$ cat src/rtl/ifu_pfb.sv
// ifu_pfb: instruction fetch unit that issues ITCM word fetches into a DEPTH-entry {pc, ir} prefetch FIFO feeding EXU.
// Optional macro IFU_PERF_CNT_EN adds ifu_o_starve_cnt, a saturating count of EXU-ready cycles with an empty buffer.
module ifu_pfb #(
  parameter int unsigned     PC_W     = 32,
  parameter int unsigned     XLEN     = 32,
  parameter int unsigned     DEPTH    = 4,
  parameter logic [PC_W-1:0] RESET_PC = {PC_W{1'b0}}
) (
  input  logic                   clk,
  input  logic                   rst_n,
  output logic                   itcm_o_en,
  output logic [PC_W-1:0]        itcm_o_addr,
  input  logic [XLEN-1:0]        itcm_i_rdata,
  output logic                   ifu_o_valid,
  input  logic                   ifu_i_ready,
  output logic [XLEN-1:0]        ifu_o_ir,
  output logic [PC_W-1:0]        ifu_o_pc,
  input  logic                   ifu_i_flush_req,
  input  logic [PC_W-1:0]        ifu_i_flush_pc,
  input  logic                   ifu_i_trap_req,
  input  logic [PC_W-1:0]        ifu_i_mtvec,
  output logic [PC_W-1:0]        ifu_o_wbck_epc,
`ifdef IFU_PERF_CNT_EN
  output logic [31:0]            ifu_o_starve_cnt,
`endif
  output logic [$clog2(DEPTH):0] ifu_o_fifo_cnt
);

  localparam int unsigned     AW       = $clog2(DEPTH);
  localparam int unsigned     CW       = AW + 1;
  localparam logic [CW:0]     DEPTH_L  = (CW+1)'(DEPTH);
  localparam logic [PC_W-1:0] PC_INC   = PC_W'(32'd4);
  localparam logic [PC_W-1:0] PC_ALIGN = {{(PC_W-2){1'b1}}, 2'b00};

  logic [PC_W-1:0] fpc_q, fpc_d;
  logic            inflight_q, inflight_d;
  logic [PC_W-1:0] inflight_pc_q, inflight_pc_d;
  logic [PC_W-1:0] pc_mem_q [DEPTH];
  logic [XLEN-1:0] ir_mem_q [DEPTH];
  logic [AW-1:0]   rptr_q, rptr_d;
  logic [AW-1:0]   wptr_q, wptr_d;
  logic [CW-1:0]   cnt_q, cnt_d;
  logic [PC_W-1:0] epc_q, epc_d;

  logic            pop_s;
  logic            push_s;
  logic            issue_s;
  logic            redirect_s;
  logic [PC_W-1:0] redir_tgt_s;
  logic [CW:0]     occ_s;
  logic [AW-1:0]   head_nx_s;

  assign ifu_o_valid    = (cnt_q != CW'(0));
  assign ifu_o_pc       = ifu_o_valid ? pc_mem_q[rptr_q] : {PC_W{1'b0}};
  assign ifu_o_ir       = ifu_o_valid ? ir_mem_q[rptr_q] : {XLEN{1'b0}};
  assign ifu_o_fifo_cnt = cnt_q;
  assign ifu_o_wbck_epc = epc_q;
  assign itcm_o_en      = issue_s;
  assign itcm_o_addr    = fpc_q;

  // Handshake, credit-based issue decision and redirect target selection.
  always_comb begin
    pop_s       = ifu_o_valid & ifu_i_ready;
    redirect_s  = ifu_i_trap_req | ifu_i_flush_req;
    redir_tgt_s = (ifu_i_trap_req ? ifu_i_mtvec : ifu_i_flush_pc) & PC_ALIGN;
    // In-flight word holds a slot: it lands in the FIFO next cycle.
    occ_s       = {1'b0, cnt_q} + (CW+1)'(inflight_q) - (CW+1)'(pop_s);
    issue_s     = rst_n & ~redirect_s & (occ_s < DEPTH_L);
    push_s      = inflight_q & ~redirect_s;
    head_nx_s   = rptr_q + AW'(1);
  end

  // Next-state for fetch pc, in-flight tracking, FIFO pointers and EPC.
  always_comb begin
    fpc_d         = fpc_q;
    inflight_d    = issue_s;
    inflight_pc_d = inflight_pc_q;
    rptr_d        = rptr_q;
    wptr_d        = wptr_q;
    cnt_d         = cnt_q;
    epc_d         = epc_q;
    if (redirect_s) begin
      fpc_d  = redir_tgt_s;
      rptr_d = {AW{1'b0}};
      wptr_d = {AW{1'b0}};
      cnt_d  = {CW{1'b0}};
    end else begin
      if (issue_s) begin
        fpc_d         = fpc_q + PC_INC;
        inflight_pc_d = fpc_q;
      end else begin
        inflight_pc_d = inflight_pc_q;
      end
      rptr_d = pop_s  ? head_nx_s : rptr_q;
      wptr_d = push_s ? (wptr_q + AW'(1)) : wptr_q;
      cnt_d  = cnt_q + CW'(push_s) - CW'(pop_s);
    end
    // EPC is the oldest instruction that has not been handed to EXU.
    if (ifu_i_trap_req) begin
      if (ifu_o_valid && !pop_s) begin
        epc_d = pc_mem_q[rptr_q];
      end else if (cnt_q > CW'(1)) begin
        epc_d = pc_mem_q[head_nx_s];
      end else if (inflight_q) begin
        epc_d = inflight_pc_q;
      end else begin
        epc_d = fpc_q;
      end
    end else begin
      epc_d = epc_q;
    end
  end

  // State registers and FIFO storage.
  always_ff @(posedge clk or negedge rst_n) begin
    if (!rst_n) begin
      fpc_q         <= RESET_PC;
      inflight_q    <= 1'b0;
      inflight_pc_q <= {PC_W{1'b0}};
      rptr_q        <= {AW{1'b0}};
      wptr_q        <= {AW{1'b0}};
      cnt_q         <= {CW{1'b0}};
      epc_q         <= {PC_W{1'b0}};
      for (int i = 0; i < int'(DEPTH); i++) begin
        pc_mem_q[i] <= {PC_W{1'b0}};
        ir_mem_q[i] <= {XLEN{1'b0}};
      end
    end else begin
      fpc_q         <= fpc_d;
      inflight_q    <= inflight_d;
      inflight_pc_q <= inflight_pc_d;
      rptr_q        <= rptr_d;
      wptr_q        <= wptr_d;
      cnt_q         <= cnt_d;
      epc_q         <= epc_d;
      if (push_s) begin
        pc_mem_q[wptr_q] <= inflight_pc_q;
        ir_mem_q[wptr_q] <= itcm_i_rdata;
      end
    end
  end

`ifdef IFU_PERF_CNT_EN
  logic [31:0] starve_q, starve_d;

  // Saturating count of cycles where EXU is ready but nothing is offered.
  always_comb begin
    if (ifu_i_ready && !ifu_o_valid && (starve_q != 32'hFFFF_FFFF)) begin
      starve_d = starve_q + 32'd1;
    end else begin
      starve_d = starve_q;
    end
  end

  // Starvation counter register.
  always_ff @(posedge clk or negedge rst_n) begin
    if (!rst_n) begin
      starve_q <= 32'd0;
    end else begin
      starve_q <= starve_d;
    end
  end

  assign ifu_o_starve_cnt = starve_q;
`endif

endmodule
$ cat config.mk
export PLATFORM = sky130hd
export DESIGN_NAME = ifu_pfb
export DESIGN_NICKNAME = d
export VERILOG_FILES = /design/src/rtl/ifu_pfb.sv
export SDC_FILE = /design/constraint.sdc
export NUM_CORES = 1
export LEC_CHECK = 0
export BUFFER_PORTS_ARGS = -buffer_cell sky130_fd_sc_hd__buf_2
export CAP_MARGIN = 20
export CORE_ASPECT_RATIO = 0.5
export CORE_MARGIN = 5
export CORE_UTILIZATION = 40
export DETAILED_ROUTE_END_ITERATION = 7
export GPL_ROUTABILITY_DRIVEN = 0
export PLACE_DENSITY = 0.56
export SLEW_MARGIN = 15
export SYNTH_ARGS = -nofsm -noshare
export SYNTH_HDL_FRONTEND = slang
export SYNTH_SLANG_ARGS = --single-unit
$ cat constraint.sdc
create_clock -name clk -period 3.25 [get_ports clk]
set_clock_uncertainty 0.15 [all_clocks]
set_input_delay 0.325 -clock clk [delete_from_list [all_inputs] [get_ports clk]]
set_output_delay 0.325 -clock clk [all_outputs]
set_load 0.01 [all_outputs]
==> impl_metrics.tcl, run 1 <==
set metrics [dict create \
    gr-usage-all-layers_pct 19.5 \
    synthTopCellsByArea "dfrtp_1 49%, mux2_2 21%, mux2i_1 6.8%" \
    postSynthCellCount 1480 \
    avgSynthCellArea_sq_um 12.1 \
    detailedPlacementHpwl_um 31600 \
    synth_largest_type_area_fraction_pct 48.5 \
    cell_family_with_most_cp_delay "simple AND/OR/NAND/NOR gates" \
    cpPeakStageDelay_ps 430 \
    final_antenna_net_count 0 \
    synth.lib_cells_used.distinct 52 \
    final-hold-violation-count 0 \
    area_used_by_multi_input_combinational_logic_sq_um 8680 \
    regToRegStartpoint "ifu_o_fifo_cnt[0]" \
    max_slew_vio_count 0 \
    drt_wl_total_um 48400 \
    yosys_warnings 0 \
    synth_cell_area_sq_um 17800 \
    fin_nets 1846 \
    timing.setup.critical_path_class "register to output pin" \
    die_x_um 309 \
    timing.rr.end "itcm_o_addr[2]" \
    cts_max_path_buffers 3 \
    synth-main-ff-cell "dfrtp_1" \
    yosysSeqAreaShare_pct 48.5 \
    power.leakage_nw 9.75 \
    whs_endpoint "itcm_o_addr[14]" \
    synth.ff_latch_count 346 \
    crit_path_frequent_cell "nand2_2" \
    placed_cells_incl_taps 2225 \
    worst-path-stages 11 \
    first_global_vias 14000 \
    grt_pass1_wl_um 77600 \
    worstPathMaxFanout 4 \
    finalCriticalPeriod_ps 3070 \
    cts_made_buffers 36 \
    grt_start_max_net_pins 142 \
    place.port_buffers 223 \
    postLayoutCellArea_sq_um 21500 \
    initial_core_util_pct 40.7 \
    rsz0062_at_grt "false" \
    via_per_inst 5.43 \
    slew_margin_rel_pct 37.9 \
    yosys.cell_count.top_type "dfrtp_1" \
    grt_total_ovfl 0 \
    fillers 3904 \
    maxClockFrequency_ghz 0.325 \
    post_drt_wl_per_cell_um 20.6 \
    first_iter_violations 771 \
    clock_insertion_delay_worst_skew_ps 520 \
    setup_tns_ps 0 \
    startpoint_type "register" \
    min_path_type "input port to register" \
    maxCapViolCount 0 \
    stdcell_count 2346 \
    run_status "completed" \
    area.sequential_sq_um 8670 \
    dieArea_sq_um 49200 \
    number_of_vias_in_the_routed_layout 12700 \
    cell_taking_the_most_area_after_synthesis "dfrtp_1" \
    floorplan.die.height_um 159 \
    async_reset_ff_share_pct 100 \
    worstPathBufferInverterCount 3 \
    dpl-instance-area_sq_um 19700 \
    design.core.area_sq_um 43800 \
    grt_antenna_before_repair 1 \
    cp-end-kind "output pin" \
    num_io_pins 234 \
    worst_tran_pin_value_ps 928 \
    yosys-top-cells-count "346 x dfrtp_1, 328 x mux2_2, 122 x mux2i_1" \
    post_route_cells_drive_above_1_share_pct 40.5 \
    critPathArrivalTime_ps 2600 \
    vdd_ir_drop_max_v 0.000355 \
    final_core_util_pct 49.1 \
    power_density_nw_per_um2 499 \
    post-route-period-util_pct 94.6 \
    cts.reportedPaths.clkPinSlew_ps 70 \
    n_antenna_cell 0 \
    crit_required_ps 2770 \
    crit_slowest_cell "a2111o_1" \
    cts_tree "built" \
    setup_viol 0 \
    clock_tree.htree_level_count 2 \
    timing.hold.worst_path_depth 3 \
    detail_route.drc_violations 0 \
    synth_enable_flop_cells 0 \
    hold_path.startpoint "ifu_i_mtvec[14]" \
    root_buffer "clkbuf_16" \
    rows 54 \
    reg2reg_slack_ps 240 \
    drt-pass1-iter-count 5 \
    synthToLayoutAreaGrowth_pct 20.6 \
    path_cells "nor3_2, inv_1, nand2_2, or2_2, ha_4, and2_4, a2111o_1, o21ai_2, nand2_2, inv_2, buf_6" \
    number_of_clock_sinks 346 \
    r2r.worst_path.cells 12 \
]
-- cells in the final DEF (no fill, tap or decap), types with 6 or more instances in the layout --
cell	synthesis	layout
nand4_1	10	10
buf_12	0	11
clkbuf_16	0	37
dfrtp_1	346	343
and3b_1	21	21
mux2i_1	122	122
nor2_1	103	102
buf_2	43	220
buf_4	8	41
a21oi_1	96	96
clkbuf_1	58	6
o21ai_0	66	66
and3_1	10	6
mux4_2	32	32
clkbuf_8	0	9
nand2_1	42	41
and2_1	34	34
nand3_1	10	10
o31ai_1	15	15
ha_1	9	8
nor3_1	8	7
conb_1	1	6
mux2_1	22	22
dlygate4sd3_1	0	52
mux2_2	328	328
o21ai_1	15	15
inv_1	19	18
-- report_power, final --
part	switching, mW	internal, mW	leakage, nW
Sequential	0.374	4.70	4.62
Clock	1.72	2.45	0.572
Combinational	0.714	0.787	4.55
Total	2.81	7.93	9.75
-- per-stage QoR --
step	total power [mW]	worst slack, ps	hold WS [ps]
3_3_place_gp	6.51	302	39.6
3_5_place_dp	6.61	222	39.8
6_report	10.7	176	32.8
4_1_cts	10.9	6.67	0.894
5_1_grt	11.3	33.4	28.6
2_1_floorplan	5.97	252	-121
-- per-layer routing --
metal | wire, um | GRT usage [%] | vias to the layer above
met1 | 21200 | 25.7 | 6578
li1 | - | - | 5853
met4 | 1380 | 5.93 | 0
met5 | 0 | 0 | -
met2 | 24300 | 33.6 | 224
met3 | 1630 | 2.94 | 92
-- worst reg2reg max path, cell delays in order, from the launching register on --
cell and delay [ps]:
dfrtp_1 370, nor3_2 60, inv_1 70, nand2_2 70
or2_2 300, ha_4 220, and2_4 150, a2111o_1 430
o21ai_2 100, buf_6 140, mux2i_1 180, nand3_1 90
dlygate4sd3_1 550
-- kinds of logic after synthesis --
kind of cell	Yosys count	share of synthesized area [%]
fa+ha+maj	10	0.743
other cells	1	0.0210
flops	346	48.5
mux	504	33.0
compound gates	218	6.79
buf+inv	134	3.29
simple gates	261	7.36
xor+xnor	6	0.295
-- registers in the layout (all words and copies together) (netlist names) --
signal and cells:
rptr_q 2, ifu_o_fifo_cnt 3, pc_mem_q 120, wptr_q 2
itcm_o_addr 30, inflight_q 1, ifu_o_wbck_epc 30, inflight_pc_q 30
ir_mem_q 128
-- final cells by class --
cell class / count / share of cell area, %
multi-input cells: 1005 / 40.3
repair buffers: 327 / 10.2
clock buffers: 52 / 4.98
inverters: 19 / 0.331
flip-flops and latches: 346 / 40.3
clock inverters: 9 / 0.477
well taps: 588 / 3.42
-- how the worst max path moves through the flow --
stage                      startpoint              end
global route        ifu_o_fifo_cnt[0]        itcm_o_en
finish              ifu_o_fifo_cnt[0]        itcm_o_en
floorplan           ifu_o_fifo_cnt[1]        itcm_o_en
global placement    ifu_o_fifo_cnt[0]  itcm_o_addr[11]
detailed placement  ifu_o_fifo_cnt[0]  itcm_o_addr[12]
CTS                 ifu_o_fifo_cnt[0]        itcm_o_en
-- timing repair --
action                                  4_1_cts  5_1_grt
endpoints found under the setup margin        1        2
hold endpoints to repair                    166        0
resized for setup                             1        7
pin swaps                                     0        2
gates cloned                                  0        0
buffers inserted                              1        7
hold buffers                                 52        0
(Power assumes the default switching activity.)
==> run 2: changes to the inputs <==
--- a/config.mk
+++ b/config.mk
@@ -12,6 +12,7 @@
 export CORE_UTILIZATION = 40
 export DETAILED_ROUTE_END_ITERATION = 7
 export GPL_ROUTABILITY_DRIVEN = 0
+export MAX_ROUTING_LAYER = met4
 export PLACE_DENSITY = 0.56
 export SLEW_MARGIN = 15
 export SYNTH_ARGS = -nofsm -noshare
==> impl_metrics.tcl, run 2 (synthesis results as in run 1) <==
set metrics [dict create \
    synthToLayoutAreaGrowth_pct 20.6 \
    power.share.sequential_pct 47.2 \
    rsz0062_at_grt "false" \
    post_drt_wl_per_cell_um 20.7 \
    number_of_vias_in_the_routed_layout 12800 \
    cp-end-kind "output pin" \
    startpoint_type "register" \
    vdd_ir_drop_max_v 0.000352 \
    regToRegStartpoint "ifu_o_fifo_cnt[0]" \
    maxCapViolCount 0 \
    mostFrequentLayoutCell "dfrtp_1" \
    grt_total_ovfl 0 \
    first_iter_violations 692 \
    whs_endpoint "itcm_o_addr[14]" \
    place.port_buffers 223 \
    grt_antenna_before_repair 1 \
    n_antenna_cell 0 \
    timing.hold.ws_ps 29.6 \
    setup_viol 0 \
    worstPathMaxFanout 4 \
    clock_insertion_delay_worst_skew_ps 520 \
    post-route-period-util_pct 94.6 \
    min_path_type "input port to register" \
    initial_core_util_pct 40.7 \
    max_slew_vio_count 0 \
    finalCriticalPeriod_ps 3070 \
    floorplan.die.height_um 159 \
    cts_made_buffers 36 \
    clock_tree.htree_level_count 2 \
    drt-pass1-iter-count 5 \
    reg2reg_slack_ps 240 \
    number_of_clock_sinks 346 \
    cts.reportedPaths.clkPinSlew_ps 70 \
    final_antenna_net_count 0 \
    root_buffer "clkbuf_16" \
    drt_wl_total_um 48500 \
    fin_nets 1846 \
    grt_pass1_wl_um 77600 \
    worst_tran_pin_value_ps 906 \
    design.core.area_sq_um 43800 \
    share_comb_of_total_power_pct 14.0 \
    layout_top_registers "ir_mem_q x128, pc_mem_q x120" \
    setup_tns_ps 0 \
    dieArea_sq_um 49200 \
    num_io_pins 234 \
    die_x_um 309 \
    timing.setup.critical_path_class "register to output pin" \
    power.leakage_nw 9.75 \
    critPathArrivalTime_ps 2600 \
    total_switching_power_mw 2.81 \
    cts_max_path_buffers 3 \
    hold_path.startpoint "ifu_i_mtvec[14]" \
    final-hold-violation-count 0 \
    maxClockFrequency_ghz 0.325 \
    max_flop_register "ir_mem_q" \
    rows 54 \
    power.clock.fraction_pct 38.8 \
    slew_margin_rel_pct 39.4 \
    timing.hold.worst_path_depth 3 \
    first_global_vias 13900 \
    run_status "completed" \
    crit_required_ps 2770 \
    mostFrequentLayoutCells "343 x dfrtp_1, 328 x mux2_2, 220 x buf_2, 122 x mux2i_1, 102 x nor2_1" \
    grt_start_max_net_pins 142 \
    cts_tree "built" \
    post_route_cells_drive_above_1_share_pct 40.5 \
    fillers 3904 \
    detail_route.drc_violations 0 \
    power_density_nw_per_um2 499 \
    largest_register_ffs 128 \
    sw_frac_of_total_pct 26.2 \
    via_per_inst 5.46 \
    gr-usage-all-layers_pct 20.1 \
    detailedPlacementHpwl_um 31600 \
    timing.rr.end "itcm_o_addr[2]" \
    r2r.worst_path.cells 12 \
    internal_power_mw 7.93 \
]
[run 2: how the worst max path moves through the flow]
stage | to | slack, ps | from | depth (start not counted)
after floorplan | itcm_o_en | 250 | ifu_o_fifo_cnt[1] | 11
after global placement | itcm_o_addr[11] | 300 | ifu_o_fifo_cnt[0] | 11
after detailed placement | itcm_o_addr[12] | 220 | ifu_o_fifo_cnt[0] | 11
after CTS | itcm_o_en | 7 | ifu_o_fifo_cnt[0] | 11
after global routing | itcm_o_en | 30 | ifu_o_fifo_cnt[0] | 11
final | itcm_o_en | 180 | ifu_o_fifo_cnt[0] | 11
[run 2: stage by stage]
step	setup WS [ps]	cell area [sq um]	utilization [%]	total power, mW	std cells
after floorplan	252	17900	-	5.97	1485
after global placement	302	19700	45.0	6.51	2225
after detailed placement	222	19700	45.0	6.61	2225
after CTS	6.67	21400	48.9	10.9	2339
after global routing	33.3	21500	49.1	11.3	2346
final	176	21500	49.1	10.7	2346
[run 2: critical path: stages, from the launching register on]
cell	delay, ps
dfrtp_1	370
nor3_2	60
inv_1	70
nand2_2	70
or2_2	300
ha_4	220
and2_4	150
a2111o_1	430
o21ai_2	100
nand2_2	90
inv_2	110
buf_6	100
[run 2: layout make-up]
type,instances,area (sq um),share of cell area [%]
Inverter,19,71.3,0.331
Multi-Input combinational cell,1005,8680,40.3
Clock buffer,52,1070,4.98
Tap cell,588,736,3.42
Timing Repair Buffer,327,2190,10.2
Sequential cell,346,8670,40.3
Clock inverter,9,103,0.477
[run 2: repair_timing]
item	CTS	global route
resized for setup	1	7
endpoints found under the hold margin	166	0
pin swaps	0	2
buffers inserted	1	7
hold buffers	52	0
setup endpoints to repair	1	2
[run 2: layer usage]
layer	GRT usage (%)	routed length [um]
met5	-	0
met4	5.93	1390
met3	2.82	1630
met2	33.6	24200
met1	25.8	21200
[run 2: power groups by stage]
stage | Sequential [mW] | Combinational [mW] | Clock [mW]
floorplan | 5.06 | 0.909 | 0
global route | 5.13 | 1.66 | 4.47
CTS | 5.07 | 1.52 | 4.28
global placement | 5.10 | 1.41 | 0
finish | 5.07 | 1.50 | 4.17
detailed placement | 5.15 | 1.46 | 0
==> run 3: changes to the inputs <==
--- a/config.mk
+++ b/config.mk
@@ -13,7 +13,7 @@
 export DETAILED_ROUTE_END_ITERATION = 7
 export GPL_ROUTABILITY_DRIVEN = 0
 export MAX_ROUTING_LAYER = met4
-export PLACE_DENSITY = 0.56
+export PLACE_DENSITY_LB_ADDON = 0.15
 export SLEW_MARGIN = 15
 export SYNTH_ARGS = -nofsm -noshare
 export SYNTH_HDL_FRONTEND = slang
==> impl_metrics.tcl, run 3 (synthesis results as in run 1) <==
set metrics [dict create \
    run_status "completed" \
    mostFrequentLayoutCell "dfrtp_1" \
    drt_wl_total_um 49300 \
    synthToLayoutAreaGrowth_pct 21.2 \
    grt_antenna_before_repair 1 \
    cts_made_buffers 36 \
    mostFrequentLayoutCells "342 x dfrtp_1, 328 x mux2_2, 221 x buf_2, 122 x mux2i_1, 102 x nor2_1" \
    final_antenna_net_count 0 \
    place.port_buffers 223 \
    max_slew_vio_count 0 \
    crit_required_ps 2770 \
    fin_nets 1844 \
    pre_cts_slack_ps 308 \
    number_of_vias_in_the_routed_layout 12800 \
    timing.hold.ws_ps 40.1 \
    slew_margin_rel_pct 40.8 \
    final-hold-violation-count 0 \
    post_route_cells_drive_above_1_share_pct 40.1 \
    number_of_clock_sinks 346 \
    critical_path.startpoint "ifu_o_fifo_cnt[1]" \
    final_core_util_pct 49.3 \
    largest_register_ffs 128 \
    maxCapViolCount 0 \
    dieArea_sq_um 49200 \
    detailedPlacementHpwl_um 31800 \
    cts_tree "built" \
    drt-pass1-iter-count 4 \
    first_iter_violations 828 \
    floorplan.die.height_um 159 \
    setup_viol 0 \
    layout_top_registers "ir_mem_q x128, pc_mem_q x120" \
    reg2reg_slack_ps 370 \
    vdd_ir_drop_max_v 0.000287 \
    setup_tns_ps 0 \
    worst_tran_pin_value_ps 888 \
    rsz0062_at_grt "false" \
    clock_insertion_delay_worst_skew_ps 520 \
    grt_pass1_wl_um 77700 \
    max_flop_register "ir_mem_q" \
    cts_max_path_buffers 3 \
    worstPathMaxFanout 4 \
    setup_ws_ps 162 \
    root_buffer "clkbuf_16" \
    grt_total_ovfl 0 \
    rows 54 \
    crit_end "itcm_o_en" \
    post_drt_wl_per_cell_um 21.0 \
    first_global_vias 13600 \
    maxClockFrequency_ghz 0.324 \
    gr-usage-all-layers_pct 20.3 \
    r2r.worst_path.cells 12 \
    cp-end-kind "output pin" \
    regToRegStartpoint "ifu_o_fifo_cnt[1]" \
    post-route-period-util_pct 95.0 \
    timing.rr.end "inflight_pc_q[18]" \
    power.leakage_nw 9.81 \
    clock_tree.htree_level_count 2 \
    grt_start_max_net_pins 141 \
    critPathArrivalTime_ps 2610 \
    num_io_pins 234 \
    die_x_um 309 \
    via_per_inst 5.44 \
    min_path_type "input port to register" \
    cts.reportedPaths.clkPinSlew_ps 70 \
    finalCriticalPeriod_ps 3090 \
    power_density_nw_per_um2 513 \
    totalPowerFinal_mw 11.1 \
    timing.setup.critical_path_class "register to output pin" \
    initial_core_util_pct 40.7 \
    design.core.area_sq_um 43800 \
    detail_route.drc_violations 0 \
    startpoint_type "register" \
]
## run 3: worst min path at each step
| stage | startpoint | end | slack (ps) | cells after the start |
|---|---|---|---|---|
| 6_report | ifu_i_mtvec[13] | itcm_o_addr[13] | 40 | 3 |
| 2_1_floorplan | rst_n | ifu_o_fifo_cnt[0] | -120 | 0 |
| 4_1_cts | ifu_i_ready | rptr_q[1] | 9 | 4 |
| 3_5_place_dp | rst_n | ifu_o_wbck_epc[21] | 10 | 1 |
| 5_1_grt | ifu_i_mtvec[13] | itcm_o_addr[13] | 30 | 3 |
| 3_3_place_gp | rst_n | ifu_o_wbck_epc[21] | 10 | 1 |
## run 3: metal layers
layer | GRT usage [%] | up-vias | wire length (um)
li1 | - | 5856 | -
met4 | 5.21 | 0 | 919
met3 | 2.96 | 82 | 1740
met5 | - | - | 0
met2 | 34.8 | 241 | 25000
met1 | 25.5 | 6600 | 21600
## run 3: timing repair
| item | CTS | global route |
|---|---|---|
| pin swaps | 1 | 0 |
| endpoints found under the setup margin | 1 | 1 |
| setup buffers | 2 | 1 |
| gates resized for setup | 3 | 0 |
| hold buffers | 52 | 1 |
| hold endpoints to repair | 344 | 1 |
## run 3: worst max-delay path, cell delays in order, from the launching register on
cell      delay [ps]
dfrtp_2          390
nor3_2            60
inv_1             70
nand2_1           70
or2_2            270
ha_1             260
and2_0           170
a2111o_1         420
o21ai_2          110
nand2_4           70
inv_2             70
buf_2            130
## run 3: area by class of cell
cell class | count | area, sq um
inverters | 19 | 71.3
multi-input cells | 1005 | 8670
clock inverters | 10 | 225
flip-flops and latches | 346 | 8670
repair buffers | 325 | 2200
fillers | 3882 | 22200
well taps | 588 | 736
clock buffers | 52 | 1050
diodes | 2 | 5.00
## run 3: report_power, final
part / total [mW] / internal (mW) / switching [mW]
combinational: 1.50 / 0.782 / 0.713
sequential: 5.07 / 4.70 / 0.372
clock: 4.53 / 2.80 / 1.73
## run 3: metrics by stage
step	instance area, sq um	instances
after global placement	19800	2226
final	21600	2347
after detailed placement	19800	2226
after global routing	21600	2346
after floorplan	17900	1485
after CTS	21600	2342
